File: config.mk
export PLATFORM = sky130hd
export DESIGN_NAME = router_fsm
export DESIGN_NICKNAME = d
export VERILOG_FILES = /design/src/rtl/router_pkg.sv /design/src/rtl/router_fsm.sv
export SDC_FILE = /design/constraint.sdc
export NUM_CORES = 1
export LEC_CHECK = 0
export CORE_AREA = 2 2 39 41
export DETAILED_ROUTE_END_ITERATION = 8
export DIE_AREA = 0 0 41 43
export PLACE_DENSITY = 0.66
export SETUP_SLACK_MARGIN = 0.4
export SYNTH_ARGS = -nofsm -noshare
export SYNTH_HDL_FRONTEND = slang
export SYNTH_SLANG_ARGS = --single-unit
export TNS_END_PERCENT = 100
File: constraint.sdc
create_clock -name clock -period 1.6 [get_ports clock]
set_input_delay 0.24 -clock clock [delete_from_list [all_inputs] [get_ports clock]]
set_output_delay 0.24 -clock clock [all_outputs]
set_load 0.01 [all_outputs]
File: src/rtl/router_pkg.sv
// router_pkg: shared constants for the 1x3 packet router control path.
// Holds the FSM state encodings, the invalid destination address and the
// state register width.
package router_pkg;

    localparam int STATE_W = 3;

    localparam logic [STATE_W-1:0] DECODE_ADDRESS     = 3'b000;
    localparam logic [STATE_W-1:0] LOAD_FIRST_DATA    = 3'b001;
    localparam logic [STATE_W-1:0] LOAD_DATA          = 3'b010;
    localparam logic [STATE_W-1:0] WAIT_TILL_EMPTY    = 3'b011;
    localparam logic [STATE_W-1:0] CHECK_PARITY_ERROR = 3'b100;
    localparam logic [STATE_W-1:0] LOAD_PARITY        = 3'b101;
    localparam logic [STATE_W-1:0] FIFO_FULL_STATE    = 3'b110;
    localparam logic [STATE_W-1:0] LOAD_AFTER_FULL    = 3'b111;

    localparam logic [1:0] ADDR_INVALID = 2'b11;

endpackage

File: src/rtl/router_fsm.sv
// router_fsm: control FSM of the 1x3 packet router.
// Decodes the header destination, sequences header/payload/parity loading,
// and handles FIFO-full back-pressure and soft resets from the synchronizer.
// All outputs decode the registered state only (Moore machine).
// Optional build macro: ROUTER_FSM_STATE_OUT_EN adds output state_dbg[2:0],
// a copy of the registered state.
module router_fsm
    import router_pkg::*;
(
    input  logic       clock,
    input  logic       resetn,
    input  logic       pkt_valid,
    input  logic [1:0] data_in,
    input  logic       fifo_full,
    input  logic       fifo_empty_0,
    input  logic       fifo_empty_1,
    input  logic       fifo_empty_2,
    input  logic       soft_reset_0,
    input  logic       soft_reset_1,
    input  logic       soft_reset_2,
    input  logic       parity_done,
    input  logic       low_packet_valid,
    output logic       write_enb_reg,
    output logic       detect_add,
    output logic       ld_state,
    output logic       laf_state,
    output logic       lfd_state,
    output logic       full_state,
    output logic       rst_int_reg,
    output logic       busy
`ifdef ROUTER_FSM_STATE_OUT_EN
    ,
    output logic [2:0] state_dbg
`endif
);

    logic [STATE_W-1:0] state;
    logic [STATE_W-1:0] state_next;
    logic [1:0]         addr_q;
    logic               empty_hdr;
    logic               empty_q;
    logic               soft_hit;

    // Empty flag of the FIFO named by the incoming header byte
    always_comb begin
        empty_hdr = 1'b0;
        case (data_in)
            2'd0:    empty_hdr = fifo_empty_0;
            2'd1:    empty_hdr = fifo_empty_1;
            2'd2:    empty_hdr = fifo_empty_2;
            default: empty_hdr = 1'b0;
        endcase
    end

    // Empty flag and soft-reset request of the FIFO latched in addr_q
    always_comb begin
        empty_q  = 1'b0;
        soft_hit = 1'b0;
        case (addr_q)
            2'd0: begin
                empty_q  = fifo_empty_0;
                soft_hit = soft_reset_0;
            end
            2'd1: begin
                empty_q  = fifo_empty_1;
                soft_hit = soft_reset_1;
            end
            2'd2: begin
                empty_q  = fifo_empty_2;
                soft_hit = soft_reset_2;
            end
            default: begin
                empty_q  = 1'b0;
                soft_hit = 1'b0;
            end
        endcase
    end

    // Latch a valid destination while decoding the header
    always_ff @(posedge clock) begin
        if (resetn) begin
            addr_q <= '0;
        end else if (state == DECODE_ADDRESS && pkt_valid && data_in != ADDR_INVALID) begin
            addr_q <= data_in;
        end
    end

    // Next-state logic for normal packet sequencing
    always_comb begin
        state_next = state;
        case (state)
            DECODE_ADDRESS: begin
                if (pkt_valid && data_in != ADDR_INVALID) begin
                    state_next = empty_hdr ? LOAD_FIRST_DATA : WAIT_TILL_EMPTY;
                end
            end
            LOAD_FIRST_DATA:    state_next = LOAD_DATA;
            LOAD_DATA: begin
                if (fifo_full)       state_next = FIFO_FULL_STATE;
                else if (!pkt_valid) state_next = LOAD_PARITY;
            end
            FIFO_FULL_STATE: begin
                if (!fifo_full) state_next = LOAD_AFTER_FULL;
            end
            LOAD_AFTER_FULL: begin
                if (parity_done)           state_next = DECODE_ADDRESS;
                else if (low_packet_valid) state_next = LOAD_PARITY;
                else                       state_next = LOAD_DATA;
            end
            LOAD_PARITY:        state_next = CHECK_PARITY_ERROR;
            CHECK_PARITY_ERROR: state_next = fifo_full ? FIFO_FULL_STATE : DECODE_ADDRESS;
            WAIT_TILL_EMPTY: begin
                if (empty_q) state_next = LOAD_FIRST_DATA;
            end
            default:            state_next = DECODE_ADDRESS;
        endcase
    end

    // State register: hard reset, then soft reset, then normal transitions
    always_ff @(posedge clock) begin
        if (resetn) begin
            state <= DECODE_ADDRESS;
        end else if (soft_hit) begin
            state <= DECODE_ADDRESS;
        end else begin
            state <= state_next;
        end
    end

    assign detect_add    = (state == DECODE_ADDRESS);
    assign lfd_state     = (state == LOAD_FIRST_DATA);
    assign ld_state      = (state == LOAD_DATA);
    assign laf_state     = (state == LOAD_AFTER_FULL);
    assign full_state    = (state == FIFO_FULL_STATE);
    assign rst_int_reg   = (state == CHECK_PARITY_ERROR);
    assign write_enb_reg = (state == LOAD_DATA) || (state == LOAD_PARITY) ||
                           (state == LOAD_AFTER_FULL);
    assign busy          = !((state == DECODE_ADDRESS) || (state == LOAD_DATA));

`ifdef ROUTER_FSM_STATE_OUT_EN
    assign state_dbg = state;
`endif

endmodule

-- Word level (Yosys, flattened, before mapping)
Index checks and enable logic that the tools add are counted.
- bits of input ports: 14
- RAM bits: 0
- bits in read-only memories: 0
- memories kept: 0
- flip-flop bits (word level): 5
- logic and storage cells: 43
- latch bits: 0
- output and inout bits: 8
- multipliers: 0
- muxes and demuxes: 13
- divide/modulo/power cells: 0
- add/sub/neg operators: 0
- equal/unequal tests: 16
- order comparisons: 0
- bitwise operators: 0
- reduce and logical (&&, ||, !) cells: 12
- shifts and indexed selects: 0
- operators with widths (kind ; count):
    2-to-1 mux 3 bit ; 8
    case mux 3 bit (8 select lines) ; 1
    equality test 3 bit (second input constant) ; 4
    case mux 1 bit (3 select lines) ; 3
    equality test 3 x 2 -> 1 bit (second input constant) ; 2
    != test 2 bit (second input constant) ; 3
    equality test 2 x 1 -> 1 bit (second input constant) ; 2
    equality test 2 bit (second input constant) ; 2
    zero test 2 bit ; 2
    AND reduction 4 bit ; 1
    equality test 3 x 1 -> 1 bit (second input constant) ; 1
    logical AND 1 bit ; 3
    zero test 3 bit ; 1
    logical OR 1 bit ; 3
    != test 3 bit (second input constant) ; 1
    2-to-1 mux 2 bit ; 1
    != test 2 x 1 -> 1 bit (second input constant) ; 1
    OR reduction 2 bit ; 1
    zero test 1 bit ; 1

-- Logic depth before layout (Yosys ltp)
Gate-level depths: netlist of run 1.
- depth after elaboration: 5
- mapped depth: 5
- depth with buffers taken out: 4

-- Worst setup path before layout of run 1
Ideal clock, no wire load.
- path type: reg2out
- start: reg state[0]
- end: out write_enb_reg
- setup slack: 0.245 ns
- stages on the path, launching flop included: 4
- buffers on the path: 1
- data required time: 1.360 ns
- arrival time: 1.115 ns
- cells stage by stage: dfxtp_1 clkbuf_1 nor3b_1 a21o_1
- cells in the longest elaborated chain, start to end: 3
- elaborated cells between the ends (all ways): 5
- those cells by class: eq/ne: 3; reduce/logical: 2
- ends and longest elaborated chain (what ; RTL line ; RTL):
    start, declared ; router_fsm.sv:37 ; logic [STATE_W-1:0] state;
    start signal, assigned ; router_fsm.sv:126 ; state <= state_next;
    equality test 3 x 2 -> 1 bit ; - ;
    named net ld_state ; router_fsm.sv:25 ; output logic ld_state,
    logical OR 1 bit (2 in series) ; router_fsm.sv:136 ; assign write_enb_reg = (state == LOAD_DATA) || (state == LOAD_PARITY) ||
    end, declared ; router_fsm.sv:23 ; output logic write_enb_reg,
The timed path passes the listed nets, and every way through them passes these cells.

-- Final worst setup path of run 1
- start: reg state[0]
- end: out busy
- cells in the longest elaborated chain, start to end: 3
- elaborated cells between the ends (all ways): 4
- those cells by class: eq/ne: 1; reduce/logical: 3
- ends and longest elaborated chain (what ; RTL line ; RTL):
    equality test 3 x 2 -> 1 bit / zero test 3 bit (equally long branches) ; router_fsm.sv:138 ; assign busy = !((state == DECODE_ADDRESS) || (state == LOAD_DATA));
    logical OR 1 bit (*) ; router_fsm.sv:138 ;
    zero test 1 bit (*) ; router_fsm.sv:138 ;
    end, declared ; router_fsm.sv:30 ; output logic busy
Mark *: on every way between the ends. The rest lies on a longest branch, timed or not.

==> impl_metrics.toml, run 1 <==
[timing]
finalCritPeriodShare_pct = 81.9
drv_slew = 0
max_freq_mhz = 763
hold_violations = 0
slew-limit-headroom_pct = 77.1
final.min_clock_period_ns = 1.31
rsz0062_at_grt = "yes"
timing.final.setup_violations = 0
layout_skew_ns = 0.00585
max_slew.worst_pin.slew_ns = 0.342

[global_route]
antenna_found_initial = 0
grt_pass1_wl_um = 2140
global_route.overflow_total = 0
grt_pass1_vias = 537
grt_start_max_net_pins = 9
groute.usage.overall_pct = 17.4

[place]
port_buffers = 21
place.gp.congestion = 0.747
hpwl_um = 947
dp_cells = 104

[finish]
area_delta_synth_final_pct = 100
design.final.nets = 110
drive_gt1_share_pct = 47.4
final_cell_count_no_fill = 111
multi_input_area_um2 = 359
storage_cell_area_um2 = 110
inserted_diodes = 0
fillCellCount = 140

[floorplanning]
floorplan.initialDensity_pct = 30.9
dieHeight_um = 43
top_level_i_o_count = 22
die_w_um = 41
fp-row-count = 14
die_area_um2 = 1760
core_area_um2 = 1380

[logic_synthesis]
library_cell_occupying_the_most_area_in_the_post_synthesis_netlist = "sky130_fd_sc_hd__dfxtp_1"
syn_avg_cell_area_um2 = 7.51
syn_area_um2 = 428
post_synth_inst_count = 57
postSynthRegisterBits = 5
yosysTopAreaCellShare_pct = 23.4
synth_cell_type_count = 30
syn-num-nets = 71
yosys_warnings = 0
seq_area_frac_synth_pct = 23.4
synth.top_cells.by_area = "sky130_fd_sc_hd__dfxtp_1 (23%), sky130_fd_sc_hd__mux2i_1 (7.0%), sky130_fd_sc_hd__nand2_1 (7.0%), sky130_fd_sc_hd__nand2b_1 (5.8%), sky130_fd_sc_hd__nor3b_1 (5.3%)"

[power]
power_per_cell_area_nw_per_um2 = 591
vdd_drop_max_v = 0.000584
power.leakage_nw = 0.402
total_power_mw = 0.506

[min_path]
timing.hold.worst.class = "primary input to flip-flop"
holdPathStages = 4
hold_path_end = "state[1]"
min-delay-start = "data_in[0]"

[clocking]
worstSkewPairLatency_ns = 0.24
tritoncts = "done"
clock_tree.buffer_depth = 2
worst_setup_hold_path_clk_slew_ns = 0.05
h-tree-depth = 1
cts_buffers = 3
cts.root.buffer_cell = "sky130_fd_sc_hd__clkbuf_4"
cts_num_sinks = 5

[outcome]
status = "finished, final reports clean"

[detailed_routing]
wirelength_um = 1300
vias = 568
detailedRoute.firstPassIterationCount = 3
via_per_inst = 5.12
routed_wl_per_cell_um = 11.7
drt_iter0_drc = 2
antenna_violating_nets_remaining = 0
drc = 0

[critical_path]
cell_count_of_the_worst_reg_to_reg_path = 6
crit_family = "flip-flops"
setup.worst_path.class = "flip-flop to output port"
critPathArrivalTime_ns = 1.07
reg2reg_slack_ns = 0.32
crit_path_end_kind = "output port"
worst-path-buf-inv = 2
rr_endpoint = "state[1]"
critPathMaxFanout = 4
slowest_stage = "sky130_fd_sc_hd__dfxtp_4"
critical_path.most_common_cell = "sky130_fd_sc_hd__buf_6"
critical_path.reg2reg.startpoint = "state[2]"
worstPathCellList = "buf_6, or2_4, buf_6"
required_ns = 1.36
critical-path-max-stage-delay_ns = 0.37
crit_path_start_kind = "flip-flop"

[run]
count_of_maximum_capacitance_violations = 0
-- routing by layer --
metal	wire length (um)	global-route usage (%)
met4	0	2.00
met2	708	31.6
met3	86	6.28
met5	0	0
met1	507	18.4
-- worst min-delay path: stages --
cell	delay, ns
sky130_fd_sc_hd__dlymetal6s2s_1	0.10
sky130_fd_sc_hd__or4b_1	0.11
sky130_fd_sc_hd__a31oi_1	0.08
sky130_fd_sc_hd__o31a_2	0.12
-- what timing repair did --
action,4_1_cts,5_1_grt
buffers inserted,3,0
hold buffers,0,0
endpoints found under the setup margin,13,13
pin swaps,8,8
resized for setup,58,10
-- cells by family (layout without fill, tap and decap cells) --
group                  count (synthesis)  after routing  synth area share, %
AOI/OAI and AO/OA                     14             14                 24.3
buffers and inverters                  5             43                 4.97
DFF                                    5              5                 23.4
muxes                                  3              3                 7.02
and+or+nand+nor                       30             30                 40.3
-- synthesized netlist by cell type --
cell type,number
sky130_fd_sc_hd__a21boi_0,1
sky130_fd_sc_hd__a21o_1,1
sky130_fd_sc_hd__a21oi_1,2
sky130_fd_sc_hd__a31oi_1,2
sky130_fd_sc_hd__and3_1,1
sky130_fd_sc_hd__buf_2,2
sky130_fd_sc_hd__clkbuf_1,1
sky130_fd_sc_hd__dfxtp_1,5
sky130_fd_sc_hd__inv_1,2
sky130_fd_sc_hd__mux2i_1,3
sky130_fd_sc_hd__nand2_1,8
sky130_fd_sc_hd__nand2b_1,4
sky130_fd_sc_hd__nand3_1,1
sky130_fd_sc_hd__nand3b_1,2
sky130_fd_sc_hd__nor2_1,4
sky130_fd_sc_hd__nor3_1,1
sky130_fd_sc_hd__nor3_2,1
sky130_fd_sc_hd__nor3b_1,3
sky130_fd_sc_hd__nor4_1,1
sky130_fd_sc_hd__nor4bb_1,1
sky130_fd_sc_hd__o211ai_1,1
sky130_fd_sc_hd__o21ai_0,1
sky130_fd_sc_hd__o221a_2,1
sky130_fd_sc_hd__o221ai_1,2
sky130_fd_sc_hd__o22ai_1,1
sky130_fd_sc_hd__o2bb2ai_1,1
sky130_fd_sc_hd__o31a_2,1
sky130_fd_sc_hd__or2_2,1
sky130_fd_sc_hd__or3_1,1
sky130_fd_sc_hd__or4b_1,1
-- cell type report --
type / instances / area share (%)
Inverter: 2 / 0.876
Clock inverter: 1 / 0.584
Sequential cell: 5 / 12.8
Tap cell: 16 / 2.34
Clock buffer: 3 / 2.63
Multi-Input combinational cell: 47 / 41.9
Timing Repair Buffer: 37 / 38.8
-- through the flow --
| stage | util (%) | hold WS (ns) | worst slack (ns) | TNS [ns] | area [um^2] |
|---|---|---|---|---|---|
| detailed placement | 54.0 | 0.622 | -0.0924 | -0.0924 | 747 |
| floorplan | - | 0.319 | 0.386 | 0 | 433 |
| global placement | 54.0 | 0.616 | -0.0542 | -0.0542 | 747 |
| finish | 61.9 | 0.444 | 0.289 | 0 | 857 |
| global route | 61.9 | 0.469 | 0.240 | 0 | 857 |
| CTS | 59.9 | 0.539 | 0.267 | 0 | 830 |
-- report_power, final --
| group | internal, mW | switching, mW |
|---|---|---|
| combinational | 0.126 | 0.0858 |
| sequential | 0.135 | 0.0168 |
| clock | 0.0904 | 0.0525 |
-- state kept, by name, summed over array words and instances, names as in the netlist --
signal  flops
addr_q      2
state       3
-- placed cells by master (no fill, tap or decap), types with 2 or more instances in the layout --
master	n
sky130_fd_sc_hd__dfxtp_4	2
sky130_fd_sc_hd__nand2_1	7
sky130_fd_sc_hd__a31oi_1	2
sky130_fd_sc_hd__nand2b_1	4
sky130_fd_sc_hd__buf_6	9
sky130_fd_sc_hd__clkbuf_4	3
sky130_fd_sc_hd__nor2_1	2
sky130_fd_sc_hd__nor3b_2	2
sky130_fd_sc_hd__buf_4	9
sky130_fd_sc_hd__nand3b_1	2
sky130_fd_sc_hd__o221ai_1	2
sky130_fd_sc_hd__buf_2	6
sky130_fd_sc_hd__clkdlybuf4s50_1	7
sky130_fd_sc_hd__dlymetal6s2s_1	3
sky130_fd_sc_hd__mux2i_1	3
sky130_fd_sc_hd__dfxtp_2	2
sky130_fd_sc_hd__dlygate4sd2_1	3
-- how the worst max path moves through the flow --
stage / start / end / slack, ns / depth (start not counted)
floorplan: state[1] / addr_q[1] / 0.39 / 4
global placement: data_in[1] / state[1] / -0.05 / 5
detailed placement: data_in[1] / state[1] / -0.09 / 5
CTS: state[2] / detect_add / 0.27 / 3
global route: state[2] / write_enb_reg / 0.24 / 3
finish: state[0] / busy / 0.29 / 3
Power figures use the tool's default switching activity.
==> inputs of run 2 (changes only) <==
Settings changed: CORE_AREA 2 2 39 41 to default, CORE_UTILIZATION from default to 33, DIE_AREA 0 0 41 43 to default, PLACE_DENSITY 0.66 to 0.7.
Clock period 1.6 ns to 1.1 ns, I/O delays scaled along.
==> run 2 against run 1 <==
  * The flow now finishes with violations (negative setup slack)
  * Hold slack got worse by 0.0017 ns
  * Sequential power rose by 47%
  * Critical path depth rose by 3
  * Total power rose by 56%
==> impl_metrics.toml, run 2 (synthesis results as in run 1) <==
[outcome]
status = "complete, but fails checks"
failed_checks = "negative setup slack"

[place]
hpwl_um = 1080
port_buffers = 21
place.gp.congestion = 0.852
placed_cell_area_um2 = 797
dp_cells = 104

[global_route]
global_route.overflow_total = 0
antenna_found_initial = 0
groute.usage.overall_pct = 25.2
grt_start_max_net_pins = 9
grt_pass1_wl_um = 2480
grt_pass1_vias = 566

[timing]
hold_violations = 0
max_slew.worst_pin.slew_ns = 0.325
final_critical_path_setup_slack_ns = -0.209
drv_slew = 0
layout_skew_ns = 0.00112
max_freq_mhz = 764
finalCritPeriodShare_pct = 119
timing.setup.tns_ns = -1.80
timing.final.setup_violations = 13
final.min_clock_period_ns = 1.31
rsz0062_at_grt = "yes"
slew-limit-headroom_pct = 78.3

[clocking]
worst_setup_hold_path_clk_slew_ns = 0.05
cts_num_sinks = 5
holdBufCountCts = 0
cts_buffers = 3
worstSkewPairLatency_ns = 0.24
tritoncts = "done"
h-tree-depth = 1
clock_tree.buffer_depth = 2
cts.root.buffer_cell = "sky130_fd_sc_hd__clkbuf_4"

[power]
power.leakage_nw = 0.416
share_comb_of_total_power_pct = 43.8
share_clk_of_total_power_pct = 27.7
power.sequential.fraction_pct = 28.5
p_sw_share_pct = 32.7
power_per_cell_area_nw_per_um2 = 853
p_sw_mw = 0.257
vdd_drop_max_v = 0.000421
power_report.internal_total_mw = 0.530

[detailed_routing]
drc = 0
drt_iter0_drc = 16
via_per_inst = 5.43
antenna_violating_nets_remaining = 0
vias = 619
detailedRoute.firstPassIterationCount = 4
wirelength_um = 1660
routed_wl_per_cell_um = 14.6

[floorplanning]
fp-row-count = 12
core_area_um2 = 1160
dieHeight_um = 38.0
die_w_um = 38.0
die_area_um2 = 1440
top_level_i_o_count = 22
floorplan.initialDensity_pct = 37.0

[min_path]
holdPathStages = 3
min-delay-start = "data_in[0]"
hold_path_end = "addr_q[0]"
timing.hold.worst.class = "primary input to flip-flop"

[finish]
max_ffs_per_register = 3
layout_top_registers = "state (3), addr_q (2)"
layout.cells.most_common_list = "sky130_fd_sc_hd__buf_4 (16), sky130_fd_sc_hd__clkdlybuf4s50_1 (10), sky130_fd_sc_hd__nand2_1 (6), sky130_fd_sc_hd__buf_6 (6), sky130_fd_sc_hd__buf_2 (6)"
mostFrequentLayoutCell = "sky130_fd_sc_hd__buf_4"
multi_input_area_um2 = 407
inserted_diodes = 0
top_register = "state"
area_delta_synth_final_pct = 116
storage_cell_area_um2 = 110
drive_gt1_share_pct = 53.0
finish.instance_area_um2 = 923
final_cell_count_no_fill = 114
design.final.nets = 115
fillCellCount = 78

[critical_path]
crit_path_end_kind = "flip-flop"
rr_endpoint = "state[1]"
critPathArrivalTime_ns = 1.43
reg2reg_slack_ns = -0.21
crit_path_start_kind = "flip-flop"
critical_path.reg2reg.startpoint = "state[2]"
required_ns = 1.22
cell_count_of_the_worst_reg_to_reg_path = 6
setup.worst_path.class = "flip-flop to flip-flop"
critPathMaxFanout = 7

[run]
count_of_maximum_capacitance_violations = 0
run 2: metrics by stage:
stage | setup WS, ns | total power [mW] | utilization, % | hold slack, ns
global placement | -0.475 | 0.520 | 68.9 | 0.591
global route | -0.241 | 0.836 | 79.9 | 0.459
floorplan | -0.0184 | 0.370 | - | 0.237
CTS | -0.178 | 0.755 | 76.7 | 0.445
detailed placement | -0.494 | 0.524 | 68.9 | 0.597
finish | -0.209 | 0.788 | 79.9 | 0.443
run 2: critical path, cell delays in order (launching register included):
cell and delay [ns]:
sky130_fd_sc_hd__dfxtp_4 0.37, sky130_fd_sc_hd__buf_6 0.14, sky130_fd_sc_hd__nand2_4 0.06, sky130_fd_sc_hd__buf_6 0.09, sky130_fd_sc_hd__or3_4 0.11, sky130_fd_sc_hd__o221ai_2 0.07, sky130_fd_sc_hd__o31a_2 0.35
run 2: layer usage:
| metal | wire length, um | track usage, % | up-vias |
|---|---|---|---|
| met4 | 36 | 13.4 | 0 |
| li1 | - | - | 302 |
| met3 | 42 | 1.74 | 6 |
| met5 | 0 | 0 | - |
| met1 | 707 | 30.5 | 289 |
| met2 | 874 | 44.0 | 22 |
run 2: area by class of cell:
class	instances	area share, %
multi-input combinational	47	44.0
timing repair buffer	42	38.5
sequential	5	11.9
clock buffer	4	2.85
tap	14	1.90
inverter	2	0.813
run 2: worst max path at each step:
stage / start / to / slack (ns) / cells after the start
2_1_floorplan: state[2] / state[1] / -0.02 / 4
3_3_place_gp: data_in[1] / state[1] / -0.47 / 5
3_5_place_dp: data_in[1] / state[1] / -0.49 / 5
4_1_cts: state[2] / state[1] / -0.18 / 6
5_1_grt: state[2] / state[1] / -0.24 / 6
6_report: state[2] / state[1] / -0.21 / 6
run 2: power by group through the flow:
stage / logic, mW / clock network [mW] / registers, mW
after global routing: 0.366 / 0.243 / 0.227
final: 0.345 / 0.219 / 0.224
after floorplan: 0.157 / 0 / 0.213
after global placement: 0.293 / 0 / 0.227
after detailed placement: 0.297 / 0 / 0.227
after CTS: 0.319 / 0.213 / 0.223
run 2: timing repair:
action | 4_1_cts | 5_1_grt
setup buffers | 5 | 1
gates resized for setup | 50 | 5
pin swaps | 7 | 6
endpoints found under the hold margin | 0 | 0
setup endpoints to repair | 13 | 13
==> inputs of run 3 (changes only) <==
Settings changed: SLEW_MARGIN from default to 20.
Clock period 1.1 ns to 1.05 ns, I/O delays scaled along.
==> run 3 against run 2 <==
  * Total power up 10%
  * Setup slack lost 0.11 ns
  * Register-to-register slack lost 0.04 ns
  * Sequential power is 5% higher
  * Non-clock buffer count increased by 2
  * The flow still finishes with violations (negative setup slack)
  * Design area is 5.7% higher
==> impl_metrics.toml, run 3 (synthesis results as in run 1) <==
[outcome]
status = "complete, but fails checks"
failed_checks = "negative setup slack"

[power]
vdd_drop_max_v = 0.000560
power.leakage_nw = 0.441
power_per_cell_area_nw_per_um2 = 888

[finish]
utilization_pct = 84.4
max_ffs_per_register = 3
area_delta_synth_final_pct = 128
finish.instance_area_um2 = 976
top_register = "state"
mostFrequentLayoutCell = "sky130_fd_sc_hd__buf_4"
design.final.nets = 117
layout.cells.most_common_list = "sky130_fd_sc_hd__buf_4 (13), sky130_fd_sc_hd__clkdlybuf4s50_1 (12), sky130_fd_sc_hd__buf_6 (11)"
drive_gt1_share_pct = 54.9
inserted_diodes = 0
layout_top_registers = "state (3), addr_q (2)"

[timing]
hold_violations = 0
drv_slew = 0
max_freq_mhz = 731
finalCritPeriodShare_pct = 130
final.min_clock_period_ns = 1.37
max_slew.worst_pin.slew_ns = 0.352
slew-limit-headroom_pct = 76.3
fin_hold_ws_ns = 0.351
timing.final.setup_violations = 13
rsz0062_at_grt = "yes"
layout_skew_ns = 0.00307
final_critical_path_setup_slack_ns = -0.317

[clocking]
h-tree-depth = 1
worstSkewPairLatency_ns = 0.24
holdBufCountCts = 0
worst_setup_hold_path_clk_slew_ns = 0.04
clock_tree.buffer_depth = 2
cts_num_sinks = 5
tritoncts = "done"
cts_buffers = 3
cts.root.buffer_cell = "sky130_fd_sc_hd__clkbuf_4"

[critical_path]
required_ns = 0.89
crit_path_start_kind = "flip-flop"
cell_count_of_the_worst_reg_to_reg_path = 5
critPathArrivalTime_ns = 1.21
setup.worst_path.start = "state[1]"
rr_endpoint = "state[1]"
setup.worst_path.class = "flip-flop to output port"
reg2reg_slack_ns = -0.25
crit_path_end_kind = "output port"
critPathMaxFanout = 6
critical_path.reg2reg.startpoint = "state[2]"
timing.critical_path.to = "lfd_state"

[place]
hpwl_um = 998
placed_cell_area_um2 = 776
place.gp.congestion = 0.867
port_buffers = 21

[run]
count_of_maximum_capacitance_violations = 0

[floorplanning]
die_w_um = 38.0
core_area_um2 = 1160
dieHeight_um = 38.0
die_area_um2 = 1440
top_level_i_o_count = 22
fp-row-count = 12
floorplan.initialDensity_pct = 37.0

[detailed_routing]
routed_wl_per_cell_um = 13.8
detailedRoute.firstPassIterationCount = 4
drc = 0
antenna_violating_nets_remaining = 0
via_per_inst = 5.26
vias = 610
wirelength_um = 1600
drt_iter0_drc = 10

[global_route]
grt_pass1_wl_um = 2210
grt_pass1_vias = 521
antenna_found_initial = 0
groute.usage.overall_pct = 22.0
global_route.overflow_total = 0
grt_start_max_net_pins = 8

[min_path]
timing.hold.worst.class = "primary input to flip-flop"
-- run 3: cell count changes in the layout (fill, tap and decap cells not counted), sizes merged --
| cell | previous run | this run |
|---|---|---|
| clkdlybuf4s50 | 10 | 12 |
| clkdlybuf4s15 | 1 | 0 |
| buf | 28 | 31 |
| dlygate4sd2 | 3 | 0 |
| dlymetal6s2s | 0 | 1 |
-- run 3: metal layers --
layer	GRT usage, %	wire (um)	vias up
met3	3.49	43	2
met2	34.9	824	18
met1	28.8	711	284
li1	-	-	306
met4	10.7	16	0
met5	0	0	-
-- run 3: worst max-delay path: stages, from the launching register on --
cell and delay, ns:
sky130_fd_sc_hd__dfxtp_4 0.37, sky130_fd_sc_hd__buf_6 0.12, sky130_fd_sc_hd__buf_6 0.11, sky130_fd_sc_hd__nor3b_2 0.20
sky130_fd_sc_hd__buf_2 0.16
-- run 3: what timing repair did --
item,CTS,global route
endpoints found under the setup margin,13,13
buffers inserted,5,5
gates cloned,0,0
pin swaps,6,7
gates resized for setup,42,21
-- run 3: stage by stage --
step                      std cells  setup slack, ns  power, mW  TNS [ns]
after detailed placement        102           -0.547      0.536     -4.38
final                           116           -0.317      0.867     -2.70
after global placement          102           -0.516      0.533     -4.25
after global routing            116           -0.347      0.923     -3.24
after floorplan                  57          -0.0642      0.382    -0.219
after CTS                       111           -0.281      0.810     -2.54
-- run 3: worst min-delay path by stage --
stage | start | endpoint | slack [ns] | cells past startpoint
finish | data_in[1] | addr_q[1] | 0.35 | 3
global route | data_in[1] | addr_q[1] | 0.35 | 3
CTS | resetn | addr_q[0] | 0.50 | 2
detailed placement | addr_q[0] | addr_q[0] | 0.60 | 2
global placement | addr_q[0] | addr_q[0] | 0.58 | 2
floorplan | resetn | addr_q[0] | 0.23 | 1
-- run 3: report_power, final --
group          internal (mW)  total (mW)  switching (mW)
Clock                  0.144       0.222          0.0786
Sequential             0.205       0.236          0.0309
Combinational          0.248       0.408           0.160
Total                  0.597       0.867           0.270
-- run 3: area by class of cell --
class / count / area [um^2]
multi-input combinational: 47 / 398
sequential: 5 / 113
tap: 14 / 17.5
timing repair buffer: 44 / 414
inverter: 2 / 7.51
fill: 63 / 180
clock buffer: 4 / 26.3
